**src/rtl/mips_load_pkg.sv**
```systemverilog
// Shared types and constants for the MIPS data-memory load engine.
package mips_load_pkg;

    typedef enum logic [2:0] {
        LT_LB      = 3'd0,
        LT_LBU     = 3'd1,
        LT_LH      = 3'd2,
        LT_LHU     = 3'd3,
        LT_LW      = 3'd4,
        LT_LWL     = 3'd5,
        LT_LWR     = 3'd6,
        LT_INVALID = 3'd7
    } load_type_t;

    typedef enum logic [1:0] {
        ST_IDLE = 2'd0,
        ST_REQ  = 2'd1,
        ST_DONE = 2'd2
    } load_state_t;

    localparam logic [3:0] BE_NONE  = 4'b0000;
    localparam logic [3:0] BE_BYTE0 = 4'b0001;
    localparam logic [3:0] BE_LO    = 4'b0011;
    localparam logic [3:0] BE_HI    = 4'b1100;
    localparam logic [3:0] BE_ALL   = 4'b1111;

endpackage

```
**src/rtl/mips_load_align.sv**
```systemverilog
// Byte-enable generation, legality check and extract/extend/merge of read data.
// LWL/LWR merge logic exists only when MIPS_LOAD_LWLR_EN is defined.
module mips_load_align
    import mips_load_pkg::*;
(
    input  logic [2:0]  load_type,
    input  logic [1:0]  k,
    input  logic [31:0] rt_old,
    input  logic [31:0] rd,
    output logic        legal,
    output logic [3:0]  byteenable,
    output logic [31:0] result
);

    logic [7:0]  lane_b;
    logic [15:0] lane_h;

    assign lane_b = rd[{k, 3'b000} +: 8];
    assign lane_h = k[1] ? rd[31:16] : rd[15:0];

`ifdef MIPS_LOAD_LWLR_EN
    logic [4:0] sh_l;
    logic [4:0] sh_r;

    assign sh_l = {2'd3 - k, 3'b000};
    assign sh_r = {k, 3'b000};
`endif

    always_comb begin
        legal      = 1'b0;
        byteenable = BE_NONE;
        result     = rt_old;
        unique case (load_type_t'(load_type))
            LT_LB: begin
                legal      = 1'b1;
                byteenable = BE_BYTE0 << k;
                result     = {{24{lane_b[7]}}, lane_b};
            end
            LT_LBU: begin
                legal      = 1'b1;
                byteenable = BE_BYTE0 << k;
                result     = {24'd0, lane_b};
            end
            LT_LH: begin
                legal      = ~k[0];
                byteenable = k[1] ? BE_HI : BE_LO;
                result     = {{16{lane_h[15]}}, lane_h};
            end
            LT_LHU: begin
                legal      = ~k[0];
                byteenable = k[1] ? BE_HI : BE_LO;
                result     = {16'd0, lane_h};
            end
            LT_LW: begin
                legal      = (k == 2'd0);
                byteenable = BE_ALL;
                result     = rd;
            end
`ifdef MIPS_LOAD_LWLR_EN
            LT_LWL: begin
                legal      = 1'b1;
                byteenable = BE_ALL >> (2'd3 - k);
                result     = (rd << sh_l)
                           | (rt_old & ~(32'hFFFF_FFFF << sh_l));
            end
            LT_LWR: begin
                legal      = 1'b1;
                byteenable = BE_ALL << k;
                result     = (rd >> sh_r)
                           | (rt_old & ~(32'hFFFF_FFFF >> sh_r));
            end
`endif
            default: ;
        endcase
        // Illegal requests never touch the bus and pass rt through.
        if (!legal) begin
            byteenable = BE_NONE;
            result     = rt_old;
        end
    end

endmodule

```
**src/rtl/mips_load_unit.sv**
```systemverilog
// MIPS load engine: one Avalon-MM read per load, waitrequest timeout, busy/done.
// Optional LWL/LWR support via MIPS_LOAD_LWLR_EN.
module mips_load_unit
    import mips_load_pkg::*;
#(
    parameter int MAX_WAIT = 255
) (
    input  logic        clk,
    input  logic        rst_n,
    input  logic        start,
    input  logic [2:0]  load_type,
    input  logic [31:0] addr,
    input  logic [31:0] rt_old,
    output logic        busy,
    output logic        done,
    output logic        err,
    output logic [31:0] result,
    output logic [31:0] avm_address,
    output logic        avm_read,
    output logic [3:0]  avm_byteenable,
    input  logic [31:0] avm_readdata,
    input  logic        avm_waitrequest
);

    localparam logic [7:0] WAIT_LAST = 8'(MAX_WAIT - 1);

    load_state_t state;
    logic [7:0]  wait_cnt;
    logic [2:0]  type_q;
    logic [1:0]  k_q;
    logic [31:0] rt_q;

    logic        idle;
    logic [2:0]  sel_type;
    logic [1:0]  sel_k;
    logic [31:0] sel_rt;
    logic        legal;
    logic [3:0]  be_c;
    logic [31:0] res_c;

    // Decode the live request in IDLE, the captured one while the read is out.
    assign idle     = (state == ST_IDLE);
    assign sel_type = idle ? load_type : type_q;
    assign sel_k    = idle ? addr[1:0] : k_q;
    assign sel_rt   = idle ? rt_old : rt_q;

    assign busy = !idle;
    assign done = (state == ST_DONE);

    mips_load_align u_align (
        .load_type  (sel_type),
        .k          (sel_k),
        .rt_old     (sel_rt),
        .rd         (avm_readdata),
        .legal      (legal),
        .byteenable (be_c),
        .result     (res_c)
    );

    always_ff @(posedge clk or negedge rst_n) begin
        if (!rst_n) begin
            state          <= ST_IDLE;
            wait_cnt       <= 8'd0;
            type_q         <= 3'd0;
            k_q            <= 2'd0;
            rt_q           <= 32'd0;
            err            <= 1'b0;
            result         <= 32'd0;
            avm_address    <= 32'd0;
            avm_read       <= 1'b0;
            avm_byteenable <= BE_NONE;
        end else begin
            unique case (state)
                ST_IDLE: begin
                    if (start) begin
                        type_q <= load_type;
                        k_q    <= addr[1:0];
                        rt_q   <= rt_old;
                        if (legal) begin
                            state          <= ST_REQ;
                            wait_cnt       <= 8'd0;
                            avm_read       <= 1'b1;
                            avm_address    <= {addr[31:2], 2'b00};
                            avm_byteenable <= be_c;
                        end else begin
                            state  <= ST_DONE;
                            err    <= 1'b1;
                            result <= rt_old;
                        end
                    end
                end
                ST_REQ: begin
                    if (!avm_waitrequest) begin
                        state          <= ST_DONE;
                        err            <= 1'b0;
                        result         <= res_c;
                        avm_read       <= 1'b0;
                        avm_address    <= 32'd0;
                        avm_byteenable <= BE_NONE;
                    end else if (wait_cnt == WAIT_LAST) begin
                        state          <= ST_DONE;
                        err            <= 1'b1;
                        result         <= rt_q;
                        avm_read       <= 1'b0;
                        avm_address    <= 32'd0;
                        avm_byteenable <= BE_NONE;
                    end else begin
                        wait_cnt <= wait_cnt + 8'd1;
                    end
                end
                ST_DONE: state <= ST_IDLE;
                default: state <= ST_IDLE;
            endcase
        end
    end

endmodule

```
**config.mk**
```make
export PLATFORM = sky130hd
export DESIGN_NAME = mips_load_unit
export DESIGN_NICKNAME = d
export VERILOG_FILES = /design/src/rtl/mips_load_pkg.sv /design/src/rtl/mips_load_align.sv /design/src/rtl/mips_load_unit.sv
export SDC_FILE = /design/constraint.sdc
export NUM_CORES = 1
export LEC_CHECK = 0
export ABC_AREA = 0
export CAP_MARGIN = 10
export CORE_UTILIZATION = 64
export DETAILED_ROUTE_END_ITERATION = 6
export DONT_BUFFER_PORTS = 1
export PLACE_DENSITY = 0.83
export SLEW_MARGIN = 20
export SYNTH_ARGS = -nofsm -noshare
export SYNTH_HDL_FRONTEND = slang
export SYNTH_HIERARCHICAL = 1
export SYNTH_SLANG_ARGS = --single-unit
```
**constraint.sdc**
```tcl
create_clock -name clk -period 3.5 [get_ports clk]
set_input_delay 0.525 -clock clk [delete_from_list [all_inputs] [get_ports clk]]
set_output_delay 0.525 -clock clk [all_outputs]
set_load 0.02 [all_outputs]
```
Word-level counts from Yosys, hierarchy flattened --
Cells that the tools add are included.
Word-level totals: flip-flop bits (word level) 117, input port bits 103, output and inout bits 72, word-level logic and storage cells 82
Cells by class: add/subtract/negate cells 1, equal/unequal tests 13, shift-type cells 2, multiplexer cells 43, bitwise logic cells 1, reduce and logical (&&, ||, !) cells 12
Operator list (number):
- two-way mux 32 bit | 9
- one-hot mux 32 bit (5 select lines) | 1
- one-hot mux 32 bit (2 select lines) | 2
- two-way mux 8 bit | 4
- indexed part select 32 x 6 -> 8 bit | 1
- two-way mux 4 bit | 5
- two-way mux 16 bit | 1
- one-hot mux 8 bit (2 select lines) | 1
- one-hot mux 4 bit (3 select lines) | 1
- two-way mux 2 bit | 5
- adder 8 x 1 -> 8 bit (second input constant) | 1
- == test 8 bit (second input constant) | 1
- two-way mux 1 bit | 8
- != test 2 bit (second input constant) | 4
- one-hot mux 4 bit (2 select lines) | 1
- AND reduction 4 bit | 2
- == test 3 x 2 -> 1 bit (second input constant) | 2
- AND reduction 5 bit | 1
- zero test 2 bit | 2
- one-hot mux 1 bit (2 select lines) | 2
- one-hot mux 2 bit (2 select lines) | 1
- AND reduction 2 bit | 2
- OR reduction 2 bit | 2
- << shifter 1 x 2 -> 4 bit (first input constant) | 1
- other kinds (12) | 12

Longest topological paths before layout --
Gate-level depths: netlist (run 1).
depth after elaboration 8, depth in mapped cells 12, mapped depth without buffers 9

Modules after synthesis --
The synthesis (run 1) kept the hierarchy.
Modules (own cells, without submodules):
- mips_load_unit | instances 1, cells an instance 439, area an instance 5522.8 um^2, sequential area each 2877.8 um^2
- mips_load_align | instances 1, cells an instance 164, area an instance 1023.5 um^2, sequential area each 0.0 um^2

Least setup slack after synthesis (run 1) --
No wires, ideal clock.
path type reg-to-reg, from register state[1], to register avm_address[10], library setup time 0.121 ns, arrival time 3.008 ns, required time 3.379 ns, slack 0.371 ns, stages on the path, launching flop included 12, buffers on the path 5, clock period less this slack 3.129 ns, cell sequence dfrtp_1 nor2_1 clkbuf_1 mux2_2 buf_2 o41ai_4 buf_2 a21oi_1 or3_1 buf_6 buf_6 a22o_1
Between the ends: elaborated cells on any way between the ends 20, those cells by class eq/ne: 8; mux: 4; bitwise: 1; reduce/logical: 7
RTL lines:
- start: declaration | line mips_load_unit.sv:27 | load_state_t state;
- start signal: assignment | line mips_load_unit.sv:62 | state <= ST_IDLE;
- start signal: assignment | line mips_load_unit.sv:80 | state <= ST_REQ;
- start signal: assignment | line mips_load_unit.sv:86 | state <= ST_DONE;
- zero test 2 bit * | line mips_load_unit.sv:42 | assign idle = (state == ST_IDLE);
- two-way mux 2 bit * | line mips_load_unit.sv:44 | assign sel_k = idle ? addr[1:0] : k_q;
- named net sel_k[0] | line mips_load_unit.sv:35 | logic [1:0] sel_k;
- zero test 2 bit / inverter 1 bit (equally long branches) | line mips_load_align.sv:55, mips_load_align.sv:45, mips_load_align.sv:50
- one-hot mux 1 bit (3 select lines) * | line mips_load_align.sv:33 | unique case (load_type_t'(load_type))
- named net legal | line mips_load_unit.sv:37 | logic legal;
- != test 2 x 1 -> 1 bit (no source line) *
- AND reduction 4 bit (no source line) *
- end signal: assignment | line mips_load_unit.sv:83 | avm_address <= {addr[31:2], 2'b00};
- end: declaration | line mips_load_unit.sv:18 | output logic [31:0] avm_address,
The timed path passes the listed nets; every way through them passes the cells marked *. A chain may end at the register's enable or synchronous reset.

Final worst setup path (run 1) --
from register state[0], to register result[19]
Between the ends: elaborated cells on any way between the ends 25, those cells by class eq/ne: 8; shift: 1; mux: 8; bitwise: 1; reduce/logical: 7
RTL lines:
- zero test 2 bit | line mips_load_unit.sv:42
- two-way mux 2 bit | line mips_load_unit.sv:44
- named net sel_k[1] | line mips_load_unit.sv:35
- zero test 2 bit | line mips_load_align.sv:55 | legal = (k == 2'd0);
- one-hot mux 1 bit (3 select lines) | line mips_load_align.sv:33
- named net legal | line mips_load_unit.sv:37
- two-way mux 32 bit | line mips_load_align.sv:76 | if (!legal) begin
- named net res_c[19] | line mips_load_unit.sv:39 | logic [31:0] res_c;
- two-way mux 32 bit | line mips_load_unit.sv:93 | if (!avm_waitrequest) begin
- one-hot mux 32 bit (2 select lines) | line mips_load_unit.sv:73 | unique case (state)
- end signal: assignment | line mips_load_unit.sv:88 | result <= rt_old;
- end signal: assignment | line mips_load_unit.sv:96 | result <= res_c;
- end signal: assignment | line mips_load_unit.sv:103 | result <= rt_q;
- end: declaration | line mips_load_unit.sv:17 | output logic [31:0] result,
The timed path passes the listed nets, and every way through them passes these cells.

==> metrics.txt, run 1 <==
Num Clock Sinks 115; max-slew violations 0; Layout area overhead 10.72%; worst endpoint required time 3.90 ns; outcome finished, final reports clean; diodes inserted 0; worst setup slack after layout a little under 0.4 ns; worst hold path type primary input to flip-flop; 1st-iter DRT viols between 300 and 400; Tmin final 3.107 ns; most common cell after layout, fill and taps aside dfrtp_1; FFs w/ async S/R, synth 100.0%; CP peak stage delay 0.49 ns; CTS tree built; Clock Latency Late Sink approximately 0.52 ns; Rel. slew slack between 50% and 60%; crit-path max FO 25; WL per Instance approximately 22 um; Die Y-Extent 103.1 um; Max H-tree Level 4; Num CTS Buffers 17; crit path kind flip-flop to flip-flop; clock-pin transition on the worst setup and hold timing paths 0.06 ns; Most common cell on crit path mux2_2; synthesized instance count 603; ANT nets after route 0; fraction of layout cells with a size suffix above 1 27.86%; FP Rows 36; Top delay family on crit path compound AO/OA/AOI/OAI gates; CP arrival around 3.5 ns; pre-CTS worst setup slack 0.1721 ns; post_cts resized 0; clock buffer depth 2; largest net degree at the start of global routing 116; routed wire length 16.41 mm; total gr overflow 0; VDD IR max about 590 uV; Vias/cell approximately 6.6; Final Hold Fails 0; port bufs 0; routing usage on met1 between 30% and 40%; overall die width 103.1 um; Critical Path End Type flip-flop; DRT Pass-1 Iters 5; fin crit share 88.77%; Synth cell types 50; met3 usage 8.814%; yosys warns 6; Synth Area per Inst around 11 um2; commonest cells after routing, fill and taps aside 115 x dfrtp_1, 107 x mux2_2, 53 x nand2_1, 52 x nor2_1, 42 x mux2i_1; Post-synth EDFFs 0; Layout Skew 0.006414 ns; Vias 4871; FMAX 321.9 MHz; FF/Latch Area about 2900 um2; Die Area 10640 um2; Seq/Total Area, Yosys 43.96%; first-pass GRT wire length 24.78 mm; core area approximately 9900 um2; slowest CP cell dfrtp_1; Synth top area share 43.96%; Fill cells 634; drt drc 0; area of the multi-input gates 3396 um2; crit start category flip-flop; Area contributors post-synth dfrtp_1 44%, mux2_2 18%, mux2i_1 6.4%; starting density of the core between 60% and 70%; RePlAce Congestion 0.9367; Worst-Margin Slew 0.6435 ns; TNS Setup 0 ns; nets 695; cells along the critical path nor2_4 > mux2_2 > o41ai_4 > buf_4 > o211a_4 > a21oi_1 > mux2i_1 > o21ai_0 > mux2_2; synthesis-stage register bit count 115; maxcap violations 0; most used routing layer in global routing met2; M2 GR Usage slightly above 50%; vias in the first global route 4815; Lkg Pwr 3.231 nW; initial antenna violation count 0; clk root buf clkbuf_8; Buffers & Inverters on Critical Path 1; post-DP HPWL 10.93 mm; RSZ-0062 raised after global routing false; IO Count 175; Synth area leader dfrtp_1; pwr dens 1107 nW/um2; All-Layer GR Usage 31.59%; final setup vio count 0; Netlist Area Pre-Place 6546 um2; top_reg_cell synth dfrtp_1
through the flow:
| stage | cells | hold slack (ns) | util (%) | area (um2) | power (W) |
|---|---|---|---|---|---|
| floorplan | 604 | 0.2294 | - | 6550 | 0.005422 |
| global placement | 701 | 0.2318 | 66.26 | 6536 | 0.005810 |
| detailed placement | 701 | 0.2321 | 66.26 | 6536 | 0.005980 |
| CTS | 735 | 0.1340 | 73.35 | 7236 | 0.007987 |
| global route | 736 | 0.1297 | 73.48 | 7248 | 0.008449 |
| finish | 736 | 0.1433 | 73.48 | 7248 | 0.008025 |
synth_stat cells (6+ instances only):
cell type	count
o21ai_1	6
a22o_1	34
nor2_1	53
mux2i_1	42
a21oi_1	31
buf_6	9
nand2_1	53
dfrtp_1	115
mux2_2	107
o22ai_1	6
and3_1	6
buf_2	18
o21ai_0	31
mux4_2	7
a31oi_1	11
clkbuf_1	14
cell type report:
type / instances / share of cell area (%)
Timing Repair Buffer: 14 / 1.761
Clock inverter: 12 / 3.124
Clock buffer: 20 / 6.007
Sequential cell: 115 / 39.70
Tap cell: 133 / 2.296
Multi-Input combinational cell: 437 / 46.85
Inverter: 5 / 0.2589
routing by layer:
layer / share of wire, % / routed length, um
met4: 4.1 / 674
met3: 8.3 / 1356
met5: 0 / 0
met2: 50 / 8123
met1: 38 / 6253
timing repair:
action                                  4_1_cts  5_1_grt
setup buffers                                 0        1
endpoints found under the setup margin        0       16
hold buffers                                  2        0
hold endpoints to repair                    115        0
worst paths after layout:
path	start	to	cells after the start	slack, ns
setup / recovery	state[0]	result[19]	9	0.39
min in group asynchronous	rst_n	rt_q[4]	2	0.62
setup reg to reg	state[0]	result[19]	9	0.39
max in group asynchronous	rst_n	rt_q[0]	2	2.40
hold reg to reg	k_q[0]	k_q[0]	1	0.51
hold / removal	addr[17]	avm_address[17]	1	0.14
power breakdown:
part	switching [W]	internal, W
sequential	0.000868	0.00192
combinational	0.00171	0.00158
clock	0.000622	0.00132
total	0.00320	0.00482
worst register-to-register path, stage by stage (launching register included):
cell     delay (ns)
dfrtp_1        0.49
nor2_4         0.27
mux2_2         0.49
o41ai_4        0.41
buf_4          0.32
o211a_4        0.32
a21oi_1        0.12
mux2i_1        0.15
o21ai_0        0.12
mux2_2         0.30
flip-flops by register name, summed over array words and instances, names as in the netlist:
name,count
result,32
k_q,2
rt_q,32
avm_address,30
wait_cnt,8
err,1
avm_read,1
avm_byteenable,4
state,2
type_q,3
kinds of logic (layout without fill, tap and decap cells):
family                   after synthesis  count (layout)  share of synthesized area [%]
multiplexers                         156             156                          27.24
AO/OA/AOI/OAI                        140             140                          14.53
AND/OR/NAND/NOR                      137             137                          9.366
flip-flops                           115             115                          43.96
buffers and inverters                 52              51                          4.472
adder cells (fa/ha/maj)                2               2                         0.3822
other                                  1               2                        0.05728
No activity file was read; power rests on OpenSTA's default activity.
==> run 2, diff against run 1 <==
--- a/config.mk
+++ b/config.mk
@@ -7,10 +7,10 @@
 export LEC_CHECK = 0
 export ABC_AREA = 0
 export CAP_MARGIN = 10
-export CORE_UTILIZATION = 64
+export CORE_UTILIZATION = 65
 export DETAILED_ROUTE_END_ITERATION = 6
 export DONT_BUFFER_PORTS = 1
-export PLACE_DENSITY = 0.83
+export PLACE_DENSITY = 0.84
 export SLEW_MARGIN = 20
 export SYNTH_ARGS = -nofsm -noshare
 export SYNTH_HDL_FRONTEND = slang
==> constraint.sdc (replaced) <==
create_clock -name clk -period 3.6 [get_ports clk]
set_input_delay 0.54 -clock clk [delete_from_list [all_inputs] [get_ports clk]]
set_output_delay 0.54 -clock clk [all_outputs]
set_load 0.02 [all_outputs]
==> run 2 against run 1 <==
Sequential share of layout area is 0.42 points higher; combinational power fell by 4%; non-clock buffer count is 1 lower; critical endpoint is now avm_address[26]; clock skew is 0.0023 ns higher; sequential cell count stayed put; highest routed layer unchanged; critical path depth is 3 lower; clock-buffer cell count is 1 lower; final area fell by 1.1%.
==> metrics.txt, run 2 (same netlist as run 1, synthesis figures left out) <==
outcome finished, final reports clean; Clock Latency Late Sink 0.53 ns (about the same); Fill cells 656 (+3.5%); Die Area 10480 um2 (-1.5%); most common cell after layout, fill and taps aside dfrtp_1; FP Rows 36 (unchanged); Lkg Pwr 3.197 nW (-1.1%); Rel. slew slack 56.98% (-0.13 points); port bufs 0 (unchanged); IO Count 175 (unchanged); Vias 4808 (-1.3%); Critical Path End Type flip-flop; max-slew violations 0 (unchanged); minimum hold slack 0.1446 ns (+0.001311 ns); total gr overflow 0 (unchanged); nets 694 (-0.14%); initial antenna violation count 0 (unchanged); overall die width 102.4 um (-0.76%); TNS Setup 0 ns (unchanged); final setup vio count 0 (unchanged); fraction of layout cells with a size suffix above 1 28.24% (+0.38 points); diodes inserted 0 (unchanged); Num CTS Buffers 17 (unchanged); routed wire length 16.18 mm (-1.4%); crit-path max FO 34 (+36%); starting density of the core 66.97% (+0.61 points); worst endpoint required time 4.01 ns (+0.11 ns); FMAX 296.3 MHz (-7.9%); CP arrival 3.79 ns (+0.28 ns); drt drc 0 (unchanged); maxcap violations 0 (unchanged); All-Layer GR Usage 32.14% (+0.55 points); clk root buf clkbuf_8; Layout area overhead 9.557%; core area 9774 um2 (-0.91%); DRT Pass-1 Iters 5 (unchanged); Num Clock Sinks 115 (unchanged); pwr dens 1050 nW/um2 (-5.1%); Die Y-Extent 102.4 um (-0.76%); Worst-Margin Slew 0.6450 ns (+0.001503 ns); fin util 73.37% (-0.10 points); Max H-tree Level 4 (unchanged); RSZ-0062 raised after global routing false; top flop regs result x32, rt_q x32, avm_address x30; post-DP HPWL 10.89 mm (-0.40%); VDD IR max 520.9 uV (-12%); 1st-iter DRT viols 348 (-1.1%); largest net degree at the start of global routing 116 (unchanged); Vias/cell 6.541 (-1.2%); vias in the first global route 4742 (-1.5%); worst hold path type primary input to flip-flop; Layout Skew 0.008728 ns (+0.002314 ns); first-pass GRT wire length 24.87 mm (+0.33%); crit start category flip-flop; commonest cells after routing, fill and taps aside 115 x dfrtp_1, 107 x mux2_2, 53 x nand2_1, 52 x nor2_1, 42 x mux2i_1; crit path kind flip-flop to flip-flop; clock-pin transition on the worst setup and hold timing paths 0.06 ns (about the same); RePlAce Congestion 0.8836 (-5.7%); CTS tree built; clock buffer depth 2 (unchanged); Tmin final 3.375 ns (+0.2682 ns); WL per Instance 22.01 um (-1.3%); fin crit share 93.75% (+5.0 points); Final Hold Fails 0 (unchanged); ANT nets after route 0 (unchanged)
[run 2: cell count changes in the layout (fill, tap and decap cells not counted), moves of 2 or more]
| cell | change |
|---|---|
| clkinv_4 | +3 |
| inv_6 | +2 |
| bufinv_16 | -4 |
| clkbuf_1 | -2 |
[run 2: cell type report]
type,instances,area (um2),share of cell area (%)
inverter,5,18.77,0.2617
sequential,115,2878,40.13
tap,133,166.4,2.320
clock buffer,19,441.7,6.158
timing repair buffer,13,120.1,1.675
clock inverter,13,150.1,2.094
multi-input combinational,437,3397,47.37
[run 2: final timing paths]
path	start	to	slack, ns	cells after the start
setup / recovery	state[1]	avm_address[26]	0.22	6
hold / removal	addr[31]	avm_address[31]	0.14	1
setup reg to reg	state[1]	avm_address[26]	0.22	6
hold reg to reg	k_q[0]	k_q[0]	0.51	1
max in group asynchronous	rst_n	result[16]	2.50	2
min in group asynchronous	rst_n	rt_q[19]	0.67	2
[run 2: timing repair]
item                                   4_1_cts  5_1_grt
setup endpoints to repair                    0        1
endpoints found under the hold margin      115        0
setup buffers                                0        0
hold buffers                                 2        0
gates resized for setup                      0        0
[run 2: per-stage QoR]
step	std cells	power [W]	area, um2	worst slack, ns
finish	735	0.007534	7172	0.2248
global route	735	0.007970	7172	0.02141
CTS	735	0.007514	7166	0.1171
detailed placement	701	0.005798	6536	0.2166
global placement	701	0.005628	6536	0.3165
floorplan	604	0.005272	6550	0.4706
[run 2: critical path, stage by stage (launching register included)]
cell and delay, ns:
dfrtp_1 0.48, nor2_4 0.45, mux2_2 0.50, o41ai_4 0.61, a21oi_1 0.16, or3_2 0.74, a22o_1 0.30
[run 2: where the power goes]
part	leakage (nW)	switching, W	internal (W)
Clock	0.286	0.000634	0.00103
Sequential	1.41	0.000849	0.00187
Combinational	1.50	0.00163	0.00153
[run 2: layer usage]
| metal | wire [um] | global-route usage [%] | vias up |
|---|---|---|---|
| met5 | 0 | 0 | - |
| met4 | 541 | 16.26 | 0 |
| met3 | 1494 | 11.15 | 47 |
| met2 | 7873 | 49.66 | 252 |
| met1 | 6272 | 40.20 | 2335 |
| li1 | - | - | 2174 |
==> RTL change 1 (settings of run 1) <==
Add a define of `MIPS_LOAD_LWLR_EN`.
--- a/src/rtl/mips_load_align.sv
+++ b/src/rtl/mips_load_align.sv
@@ -1,5 +1,7 @@
 // Byte-enable generation, legality check and extract/extend/merge of read data.
 // LWL/LWR merge logic exists only when MIPS_LOAD_LWLR_EN is defined.
+`define MIPS_LOAD_LWLR_EN
+
 module mips_load_align
     import mips_load_pkg::*;
 (
Check against the original RTL: not equivalent (Yosys sat finds a counterexample within 4 cycles, from zero or initial values and one cycle with rst_n low).
==> RTL change 1 against run 1 <==
Wire length is 35% higher. Worst hold slack worse by 0.10 ns. First-iteration DRC count is 63% higher. Setup slack worse by 0.028 ns. Sequential cell count stayed put. Core utilization is 1.4 points lower. Synthesized area is 19% higher. Critical path depth is 1 higher. Via count is 27% higher. Design area is 16% higher. Total power is 24% higher. Die area is 19% higher. Non-clock buffer count is 11 higher. Synthesized cell count is 20% higher. Critical endpoint is now result[23].
==> RTL change 1: results (changes against run 1) <==
Route
  • Met1 Wirelength: 9.184 mm (+47%)
  • DRT iter0 DRCs: 572 (+63%)
  • Met3 WL: 1.826 mm (+35%)
  • Vias per std cell: 7.158 (+8.2%)
  • WL met2: 10.44 mm (+29%)
  • Avg WL per Cell: 25.75 um (+16%)

Critical path
  • Largest stage delay on the critical path: 0.89 ns (+0.40 ns)
  • Critical Path AT: 3.49 ns (-0.02 ns)
  • Crit Path Max Fanout: 17 (-32%)
  • R2R setup slack: 0.36 ns (-0.03 ns)

Layout
  • Fin nets: 811 (+17%)
  • Layout cells sized above 1: 27.86% (about the same)

Global route
  • Global Route met2 Usage: 57.02% (+6.7 points)
  • First-pass GRT wire length: 34.71 mm (+40%)
  • Vias in the first global route: 6146 (+28%)
  • Total track usage: 36.47% (+4.9 points)

Power and ir drop
  • Peak supply drop: 0.6365 mV (+7.2%)
  • Clock power share: 17.1% (-7.1 points)
  • Leak pwr: 3.696 nW (+14%)
  • Flop pwr share: 28.3% (-6.4 points)

Place
  • Cell area after placement: 7762 um^2 (+19%)
  • GP Congestion: 0.9152 (-2.3%)
  • Detailed Place HPWL: 15.33 mm (+40%)

Outcome
  • Status: finished clean

Logic synthesis
  • Main area contributors after synthesis: dfrtp_1 (37%), mux2_2 (17%), mux2i_1 (10%)
  • Synth cell types: 65 (+30%)
  • Seq/Total Area, Yosys: 36.88% (-7.1 points)

CTS
  • Clock Latency Late Sink: 0.42 ns (-0.10 ns)
  • CTS root buf: clkbuf_16

STA
  • Worst hold slack: 0.03938 ns (-0.1039 ns)
  • Slew @ Worst Pin: 1.128 ns (+0.4850 ns)
  • Max Clock Skew: 0.01063 ns (+0.004219 ns)
  • Max Freq: 319.0 MHz (-0.90%)

Min path
  • Class of the worst hold path: in2async
[RTL change 1: cell types whose count changed after synthesis, moves of 7 or more]
cell and change:
mux2i_1 +36, a22oi_1 +8, o22a_1 +8, nand2_1 +13
a21oi_1 -17, nor2_1 -27, o32a_1 +15, o221ai_1 +15
mux2_2 +8, a211oi_1 +7, o21ai_0 +9, nand3_1 +9
a221o_1 +8
[RTL change 1: cell type report]
| type | instances | area (um^2) |
|---|---|---|
| sequential | 115 | 2878 |
| fill | 871 | 3259 |
| clock inverter | 11 | 126.4 |
| timing repair buffer | 25 | 232.7 |
| clock buffer | 20 | 456.7 |
| inverter | 7 | 31.28 |
| multi-input combinational | 540 | 4499 |
| tap | 143 | 178.9 |
[RTL change 1: worst paths after layout]
check                           from              to  cells after the start
max                         state[1]      result[23]                     10
min                            rst_n       result[1]                      1
max reg2reg                 state[1]      result[23]                     10
min reg2reg                type_q[2]       type_q[2]                      1
max in group asynchronous      rst_n        rt_q[29]                      1
min in group clk             addr[8]  avm_address[8]                      1
[RTL change 1: through the flow]
step	power (mW)	std cells
after floorplan	7.188	726
after global placement	7.939	826
after detailed placement	8.090	826
after CTS	9.885	858
after global routing	10.52	861
final	9.978	861
[RTL change 1: repair_timing]
| item | CTS | global route |
|---|---|---|
| endpoints found under the hold margin | 115 | 0 |
| endpoints found under the setup margin | 0 | 5 |
| setup buffers | 0 | 3 |
| hold buffers | 1 | 0 |
| gates resized for setup | 0 | 0 |
[RTL change 1: logic make-up (layout without fill, tap and decap cells)]
kind of cell               Yosys count  in the layout  synth area share, %
other                                1              2              0.04806
AOI/OAI and AO/OA                  192            192                18.95
muxes                              205            205                29.51
adders and majority gates            2              2               0.3207
buffers and inverters               71             63                5.725
and+or+nand+nor                    139            139                8.563
DFF                                115            115                36.88
==> RTL change 2 (settings of run 1) <==
Made on the original files. Encoding of `load_state_t`: now one-hot (3 bits for 3 states).
--- a/src/rtl/mips_load_pkg.sv
+++ b/src/rtl/mips_load_pkg.sv
@@ -12,10 +12,10 @@
         LT_INVALID = 3'd7
     } load_type_t;
 
-    typedef enum logic [1:0] {
-        ST_IDLE = 2'd0,
-        ST_REQ  = 2'd1,
-        ST_DONE = 2'd2
+    typedef enum logic [2:0] {
+        ST_IDLE = 3'b001,
+        ST_REQ  = 3'b010,
+        ST_DONE = 3'b100
     } load_state_t;
 
     localparam logic [3:0] BE_NONE  = 4'b0000;
Formal check against the unedited RTL: same outputs for any inputs over 4 cycles, from zero or initial values and one cycle with rst_n low; so few cycles prove little.
==> RTL change 2 against run 1 <==
Wire length grew 1.9%. Non-clock buffer count grew 3. Sequential cell count grew 1. Sequential power grew 5%. Total power grew 6.3%. First-iteration DRC count grew 26%. Design area grew 0.69%. Synthesized cell count grew 6.0%. Setup slack lost 0.22 ns. Clock skew is essentially flat. Clock power shrank 16%. Synthesized area grew 1.8%. Combinational power grew 21%.
==> RTL change 2: results (changes against run 1) <==
Critical path
  • R2R setup slack: 0.17 ns (-0.22 ns)
  • Crit Path Max Fanout: 16 (-36%)
  • Critical Path AT: 3.77 ns (+0.26 ns)
  • CP Class: reg2reg
  • RR Endpoint: result[10]
  • Worst path slowest cell: dfstp_2
  • Largest stage delay on the critical path: 0.59 ns (+0.10 ns)
  • Critical R2R Launch: state[0]

STA
  • Slew @ Worst Pin: 0.9668 ns (+0.3233 ns)
  • Max Clock Skew: 0.005982 ns (-0.0004324 ns)

Logic synthesis
  • Post-synth top area share: 43.17% (-0.79 points)
  • Synth cell count leaders: dfrtp_1 (115), nor2_1 (84), mux2_2 (75)
  • Main area contributors after synthesis: dfrtp_1 (43%), mux2_2 (13%), mux2i_1 (11%)
  • Post-synthesis cell count: 639 (+6.0%)
  • Synth cell types: 52 (+4.0%)
  • Seq/Total Area, Yosys: 43.56% (-0.40 points)

Route
  • DRT iter0 DRCs: 442 (+26%)
  • TritonRoute pass-1 iters: 5 (unchanged)
  • Vias per std cell: 6.520 (-1.5%)
  • Avg WL per Cell: 21.58 um (-3.2%)
  • Routed vias: 5053 (+3.7%)

Place
  • Port Buffer Count: 0 (unchanged)
  • Cell area after placement: 6684 um^2 (+2.3%)
  • GP Congestion: 0.9615 (+2.6%)
  • Placed Cells: 739 (+5.4%)
  • Detailed Place HPWL: 11.28 mm (+3.2%)

Outcome
  • Status: finished clean

Global route
  • Vias in the first global route: 5183 (+7.6%)
  • Total track usage: 31.76% (+0.17 points)
  • Initial antenna violation count: 0 (unchanged)
  • Largest net degree at the start of global routing: 117 (+0.86%)
  • First-pass GRT wire length: 26.64 mm (+7.5%)

CTS
  • Clock Latency Late Sink: 0.53 ns
  • CTS Buffer Depth: 2 (unchanged)
  • CTS root buf: clkbuf_8
  • CTS buffer count: 17 (unchanged)

Layout
  • Fin nets: 734 (+5.6%)
  • Ant. Diodes: 0 (unchanged)
  • Layout cells sized above 1: 22.43% (-5.4 points)

Min path
  • Class of the worst hold path: in2reg

Run
  • Maxcap violations: 0 (unchanged)

Power and ir drop
  • Peak supply drop: 0.5469 mV (-7.9%)
  • Leak pwr: 3.433 nW (+6.2%)
## RTL change 2: cell count changes in the layout (fill, tap and decap cells not counted), moves of 4 or more
cell	delta
o21ai_0	-25
nand3_1	+6
mux2i_1	+32
a21oi_1	+33
nor2_1	+32
inv_6	+4
and3_1	-4
mux2_2	-32
o21ai_1	-6
inv_1	+32
bufinv_16	-5
nand2_1	-29
## RTL change 2: kinds of logic (layout without fill, tap and decap cells)
logic type,Yosys count,after routing,share of synthesized area (%)
and+or+nand+nor,140,140,9.572
DFF,116,116,43.56
other,1,2,0.05625
muxes,156,156,26.14
AOI/OAI and AO/OA,140,140,14.13
buffers and inverters,84,86,6.156
adders and majority gates,2,2,0.3753
## RTL change 2: metal layers
metal	GRT usage, %	wire (um)	vias to the layer above
met5	0	0	-
met4	18.47	754	0
li1	-	-	2260
met2	48.90	7857	254
met3	11.15	1511	66
met1	38.72	6604	2473
## RTL change 2: worst max-delay path, delay by kind of cell, from the launching register on
kind / cells / cell delay, ns
buf+inv: 1 / 0.28
flops: 1 / 0.59
mux: 2 / 0.58
simple gates: 3 / 1.26
compound gates: 3 / 0.51
## RTL change 2: repair_timing
action                     in CTS  in global routing
setup endpoints to repair      17                 29
hold buffers                    2                  0
gates resized for setup         0                  1
hold endpoints to repair      116                  0
setup buffers                   2                  0
pin swaps                       0                  0
## RTL change 2: final cells by class
cell class / instances / area [um^2]
clock buffers: 17 / 414.1
clock inverters: 15 / 146.4
fillers: 675 / 2656
inverters: 37 / 138.9
multi-input cells: 440 / 3366
flip-flops and latches: 116 / 2904
well taps: 133 / 166.4
repair buffers: 17 / 162.7
## RTL change 2: worst min-delay path by stage
stage | slack [ns] | cells after the start | start | to
6_report | 0.13 | 1 | addr[29] | avm_address[29]
5_1_grt | 0.12 | 1 | addr[29] | avm_address[29]
4_1_cts | 0.12 | 1 | addr[29] | avm_address[29]
3_5_place_dp | 0.23 | 0 | rst_n | result[3]
3_3_place_gp | 0.23 | 0 | rst_n | result[4]
2_1_floorplan | 0.23 | 0 | rst_n | avm_address[10]
## RTL change 2: metrics by stage
| stage | utilization [%] | setup WS, ns |
|---|---|---|
| after detailed placement | 67.14 | 0.007992 |
| final | 73.32 | 0.1707 |
| after global placement | 67.14 | 0.1774 |
| after floorplan | - | 0.3092 |
| after CTS | 73.30 | 0.1521 |
| after global routing | 73.32 | 0.03385 |
## RTL change 2: power by group
part	switching, mW	internal, mW	total [mW]
clock	0.675	0.958	1.63
combinational	2.11	1.87	3.98
sequential	0.943	1.98	2.92
